### config.mk
export PLATFORM = sky130hd
export DESIGN_NAME = interp_sequencer
export DESIGN_NICKNAME = d
export VERILOG_FILES = /design/src/rtl/interp_sequencer_pkg.sv /design/src/rtl/interp_valid_pipe.sv /design/src/rtl/interp_sequencer.sv
export SDC_FILE = /design/constraint.sdc
export NUM_CORES = 1
export LEC_CHECK = 0
export ABC_AREA = 1
export ABC_CLOCK_PERIOD_IN_PS = 2100
export CAP_MARGIN = 20
export CORE_MARGIN = 10
export CORE_UTILIZATION = 28
export CTS_BUF_LIST = sky130_fd_sc_hd__clkbuf_8
export CTS_CLUSTER_DIAMETER = 150
export CTS_CLUSTER_SIZE = 20
export DETAILED_ROUTE_END_ITERATION = 16
export PLACE_DENSITY_LB_ADDON = 0.2
export SKIP_LAST_GASP = 1
export SLEW_MARGIN = 20
export SYNTH_ARGS = -nofsm -noshare
export SYNTH_HDL_FRONTEND = slang
export SYNTH_SLANG_ARGS = --single-unit
### constraint.sdc
create_clock -name clk -period 2.1 [get_ports clk]
set_input_delay 0.315 -clock clk [delete_from_list [all_inputs] [get_ports clk]]
set_output_delay 0.315 -clock clk [all_outputs]
set_load 0.02 [all_outputs]
### src/rtl/interp_sequencer_pkg.sv
// interp_sequencer_pkg: state encoding and fixed layout constants for the interpolation sequencer
package interp_sequencer_pkg;
  typedef enum logic [2:0] {
    S_IDLE,
    S_FILL,
    S_HPASS,
    S_HDRAIN,
    S_VPASS,
    S_VDRAIN,
    S_DONE
  } state_t;
  localparam int VBASE = 16;
  localparam int NUM_SRC = 4;
endpackage

### src/rtl/interp_valid_pipe.sv
// interp_valid_pipe: LAT-deep delay line tracking FIR issue tags until their results are registered
module interp_valid_pipe #(
  parameter int LAT = 2,
  parameter int W = 3
) (
  input  logic         clk,
  input  logic         rst,
  input  logic [W-1:0] d,
  output logic [W-1:0] q
);
  logic [W-1:0] sr [LAT];
  always_ff @(posedge clk) begin
    if (rst) begin
      for (int i = 0; i < LAT; i++) sr[i] <= '0;
    end else begin
      sr[0] <= d;
      for (int i = 1; i < LAT; i++) sr[i] <= sr[i-1];
    end
  end
  assign q = sr[LAT-1];
endmodule

### src/rtl/interp_sequencer.sv
// interp_sequencer: FSM pacing row fill, horizontal and vertical FIR passes of the subpixel interpolator
module interp_sequencer
  import interp_sequencer_pkg::*;
#(
  parameter int NUM_PIXEL = 8,
  parameter int TAPS = 8,
  parameter int FIR_LAT = 2,
  parameter int SEL_W = 8
) (
  input  logic             clk,
  input  logic             rst,
  input  logic             start,
  input  logic             row_valid,
  output logic             row_ready,
  output logic             in_load,
  output logic [SEL_W-1:0] mux_sel,
  output logic             half_load,
  output logic             out_load,
  output logic [SEL_W-1:0] out_idx,
  output logic             busy,
  output logic             done
);
  localparam int ROWS = NUM_PIXEL + TAPS - 1;
  localparam int HSTART = TAPS / 2 - 1;
  localparam int VLAST = VBASE + NUM_SRC * NUM_PIXEL - 1;
  state_t state, state_n;
  logic [SEL_W-1:0] cnt;
  logic [2:0] pipe_q;
  logic issue, is_out;
  always_comb begin
    state_n = state;
    case (state)
      S_IDLE:   state_n = start ? S_FILL : S_IDLE;
      S_FILL:   state_n = (row_valid && cnt == SEL_W'(ROWS - 1)) ? S_HPASS : S_FILL;
      S_HPASS:  state_n = (mux_sel == SEL_W'(ROWS - 1)) ? S_HDRAIN : S_HPASS;
      S_HDRAIN: state_n = (cnt == SEL_W'(FIR_LAT - 1)) ? S_VPASS : S_HDRAIN;
      S_VPASS:  state_n = (mux_sel == SEL_W'(VLAST)) ? S_VDRAIN : S_VPASS;
      S_VDRAIN: state_n = (cnt == SEL_W'(FIR_LAT - 1)) ? S_DONE : S_VDRAIN;
      default:  state_n = S_IDLE;
    endcase
  end
  // mux_sel doubles as the issue counter; vertical sources are contiguous from VBASE
  always_ff @(posedge clk) begin
    if (rst) begin
      state <= S_IDLE;
      cnt <= '0;
      mux_sel <= '0;
      out_idx <= '0;
    end else begin
      state <= state_n;
      cnt <= (state_n != state) ? '0 : (state == S_FILL) ? cnt + SEL_W'(row_valid) : cnt + SEL_W'(1);
      if (state_n == S_HPASS) mux_sel <= (state == S_HPASS) ? mux_sel + SEL_W'(1) : '0;
      else if (state_n == S_VPASS) mux_sel <= (state == S_VPASS) ? mux_sel + SEL_W'(1) : SEL_W'(VBASE);
      if (out_load) out_idx <= out_idx + SEL_W'(1);
      else if (state == S_IDLE && start) out_idx <= '0;
    end
  end
  assign issue = state == S_HPASS || state == S_VPASS;
  assign is_out = state == S_VPASS || (state == S_HPASS && mux_sel >= SEL_W'(HSTART) && mux_sel < SEL_W'(HSTART + NUM_PIXEL));
  interp_valid_pipe #(.LAT(FIR_LAT), .W(3)) u_pipe (
    .clk(clk),
    .rst(rst),
    .d({issue, state == S_HPASS, is_out}),
    .q(pipe_q)
  );
  assign half_load = pipe_q[2] & pipe_q[1];
  assign out_load = pipe_q[2] & pipe_q[0];
  assign row_ready = state == S_FILL;
  assign in_load = row_valid & row_ready;
  assign busy = state != S_IDLE;
  assign done = state == S_DONE;
endmodule

==> impl_metrics.json <==
{
  "cts_buffer_depth": 2,
  "syn-num-nets": 268,
  "synth_mux_area_share_pct": 0,
  "antenna_cells": 0,
  "start_util_pct": 29.3,
  "ys_warn_count": 0,
  "drt-pass1-iter-count": 4,
  "slew_viol_final": 0,
  "grt_pass1_vias": 1644,
  "vias_per_cell": 4.50,
  "gp_congestion": 0.865,
  "min_to": "u_pipe.sr[0][4]$_SDFF_PP0_",
  "hp-class": "flop to flop",
  "synthToLayoutAreaGrowth_pct": 26.2,
  "regToRegSetupSlack_ns": 0.14,
  "final_common_cell": "nand2_1",
  "clk_latency_ns": 0.28,
  "synth-seq-cells": 33,
  "crit_fanout": 4,
  "ctsHoldBuffers": 0,
  "grt_overflow": 0,
  "wire_per_inst_microns": 11.6,
  "ant_nets": 0,
  "post_synth_num_cell_types": 38,
  "fin_tns_setup_ns": 0,
  "synth_seq_area_share_pct": 34.9,
  "yosys.area_share.simple_pct": 35.9,
  "worstSetupEndpointType": "primary output",
  "grt_pass1_wl_microns": 7580,
  "cts_tree": "done",
  "irDropWorstVdd_v": 0.000212,
  "ios": 26,
  "nNetsFinal": 307,
  "required_ns": 1.78,
  "cp.arrival_ns": 1.69,
  "track_usage_pct": 8.95,
  "antenna_found_initial": 0,
  "synth_top_family_by_area": "simple AND/OR/NAND/NOR gates",
  "finalWorstPathRequiredPeriod_ns": 2.01,
  "finalSetupViolations": 0,
  "start_kind": "flop",
  "rows": 29,
  "final_cell_mix": "nand2_1 (53), inv_1 (33), dfxtp_1 (31)",
  "remaining_drc_errors": 0,
  "drv_cap": 0,
  "clock_sinks": 33,
  "drt_iter0_markers": 54,
  "die_area_sq_um": 10500,
  "fin_skew_ns": 0.00723,
  "max_slew.worst_pin.slew_ns": 0.481,
  "finalPower_mw": 1.23,
  "core_area_sq_um": 6460,
  "port_buffers": 25,
  "drive_above_1_share_pct": 19.7,
  "rsz0062_at_grt": "false",
  "drt_wl_total_microns": 4350,
  "die_w_microns": 102,
  "p_leak_nw": 1.02,
  "grt_max_degree": 13,
  "synth-compound-area-share_pct": 11.4,
  "num_vias": 1693,
  "min_period_over_period_pct": 95.5,
  "worst-setup-path-type": "flop to primary output",
  "hpwl_microns": 3330,
  "fmax_ghz": 0.499,
  "avgSynthCellArea_sq_um": 7.31,
  "reg2reg_to": "mux_sel[1]$_SDFFE_PP0P_",
  "r2r-start": "state[1]$_SDFF_PP0_",
  "synthCells": 259,
  "outcome": "finished, final reports clean",
  "max_slew_margin_pct": 67.6,
  "cts_made_buffers": 5,
  "worstHoldStart": "u_pipe.sr[0][1]$_SDFF_PP0_",
  "power.density_nw_per_um2": 515,
  "h-tree-depth": 2,
  "syn-cell-area_sq_um": 1890,
  "yosys.area_share.adder_pct": 3.30,
  "die_y_microns": 102,
  "hold_viol_final": 0,
  "synthXorXnorAreaFrac_pct": 4.63,
  "cts-root-buf": "clkbuf_8",
  "clkTransAtPathRegs_ns": 0.07,
  "reg2reg_depth": 15,
  "hold_depth": 2,
  "timing.hold.ws_ns": 0.403
}
## flip-flops by register name, summed over array words and instances, names as in the netlist
name and cells:
out_idx 8, cnt 8, mux_sel 8, u_pipe.sr 6
state 3
## where the power goes
| group | total [mW] | internal, mW | switching [mW] |
|---|---|---|---|
| clock | 0.475 | 0.229 | 0.247 |
| combinational | 0.114 | 0.0466 | 0.0670 |
| sequential | 0.640 | 0.632 | 0.00837 |
## cells by family after synthesis
family | Yosys count
adder cells (fa/ha/maj) | 5
XOR/XNOR | 10
AO/OA/AOI/OAI | 34
flip-flops | 33
buffers and inverters | 47
AND/OR/NAND/NOR | 130
## cell type report
cell class              count  area, sq um
clock inverters             3         17.5
flip-flops and latches     33          663
repair buffers             35          325
multi-input cells         180         1060
inverters                  43          161
clock buffers               5         68.8
fillers                   679         4070
well taps                  77         96.3
## critical path, stage by stage, from the launching register on
cell and delay [ns]:
dfxtp_2 0.37, buf_4 0.16, nor3_1 0.23, clkdlybuf4s50_1 0.65
## routing by layer
layer	global-route usage (%)	part of all wire, %
met1	11.2	46
met2	13.8	46
met3	3.31	6.3
met4	3.15	0.92
met5	0	0
## through the flow
stage / util, % / setup WS (ns) / cells / area, sq um
2_1_floorplan: - / 0.221 / 259 / 1890
3_3_place_gp: 35.1 / 0.142 / 364 / 2270
3_5_place_dp: 35.1 / 0.141 / 364 / 2270
4_1_cts: 36.4 / 0.0108 / 372 / 2350
5_1_grt: 37.0 / 0.00636 / 376 / 2390
6_report: 37.0 / 0.0943 / 376 / 2390
## cell usage after synthesis, drive strengths merged
master | n | share of area, %
nand2 | 58 | 13
inv | 43 | 8.5
nand4 | 3 | 1.3
ha | 5 | 3.3
o21ai | 9 | 2.8
nand3b | 1 | 0.40
xor2 | 8 | 3.7
nor2 | 31 | 9.1
and3 | 1 | 0.33
or2 | 1 | 0.33
o21bai | 2 | 0.79
clkbuf | 2 | 0.40
nand2b | 1 | 0.73
a2111oi | 1 | 0.46
dfxtp | 33 | 35
a211oi | 2 | 0.79
a31oi | 1 | 0.33
xnor2 | 2 | 0.93
buf | 2 | 0.99
a21oi | 18 | 5.7
nand3 | 25 | 8.1
nor3 | 8 | 2.1
nor4 | 1 | 0.33
o41ai | 1 | 0.46
## what timing repair did
item                       in CTS  in global routing
buffers inserted                0                  3
setup endpoints to repair       0                  9
gates resized for setup         0                  3
## worst max path at each step
stage | startpoint | end | slack [ns]
2_1_floorplan | mux_sel[0]$_SDFFE_PP0P_ | mux_sel[4]$_SDFFE_PP0P_ | 0.22
5_1_grt | state[1]$_SDFF_PP0_ | mux_sel[3]$_SDFFE_PP0P_ | 0.006
4_1_cts | state[0]$_SDFF_PP0_ | in_load | 0.01
6_report | state[0]$_SDFF_PP0_ | done | 0.09
3_3_place_gp | state[1]$_SDFF_PP0_ | mux_sel[4]$_SDFFE_PP0P_ | 0.14
3_5_place_dp | row_valid | in_load | 0.14
Power figures use the tool's default switching activity.
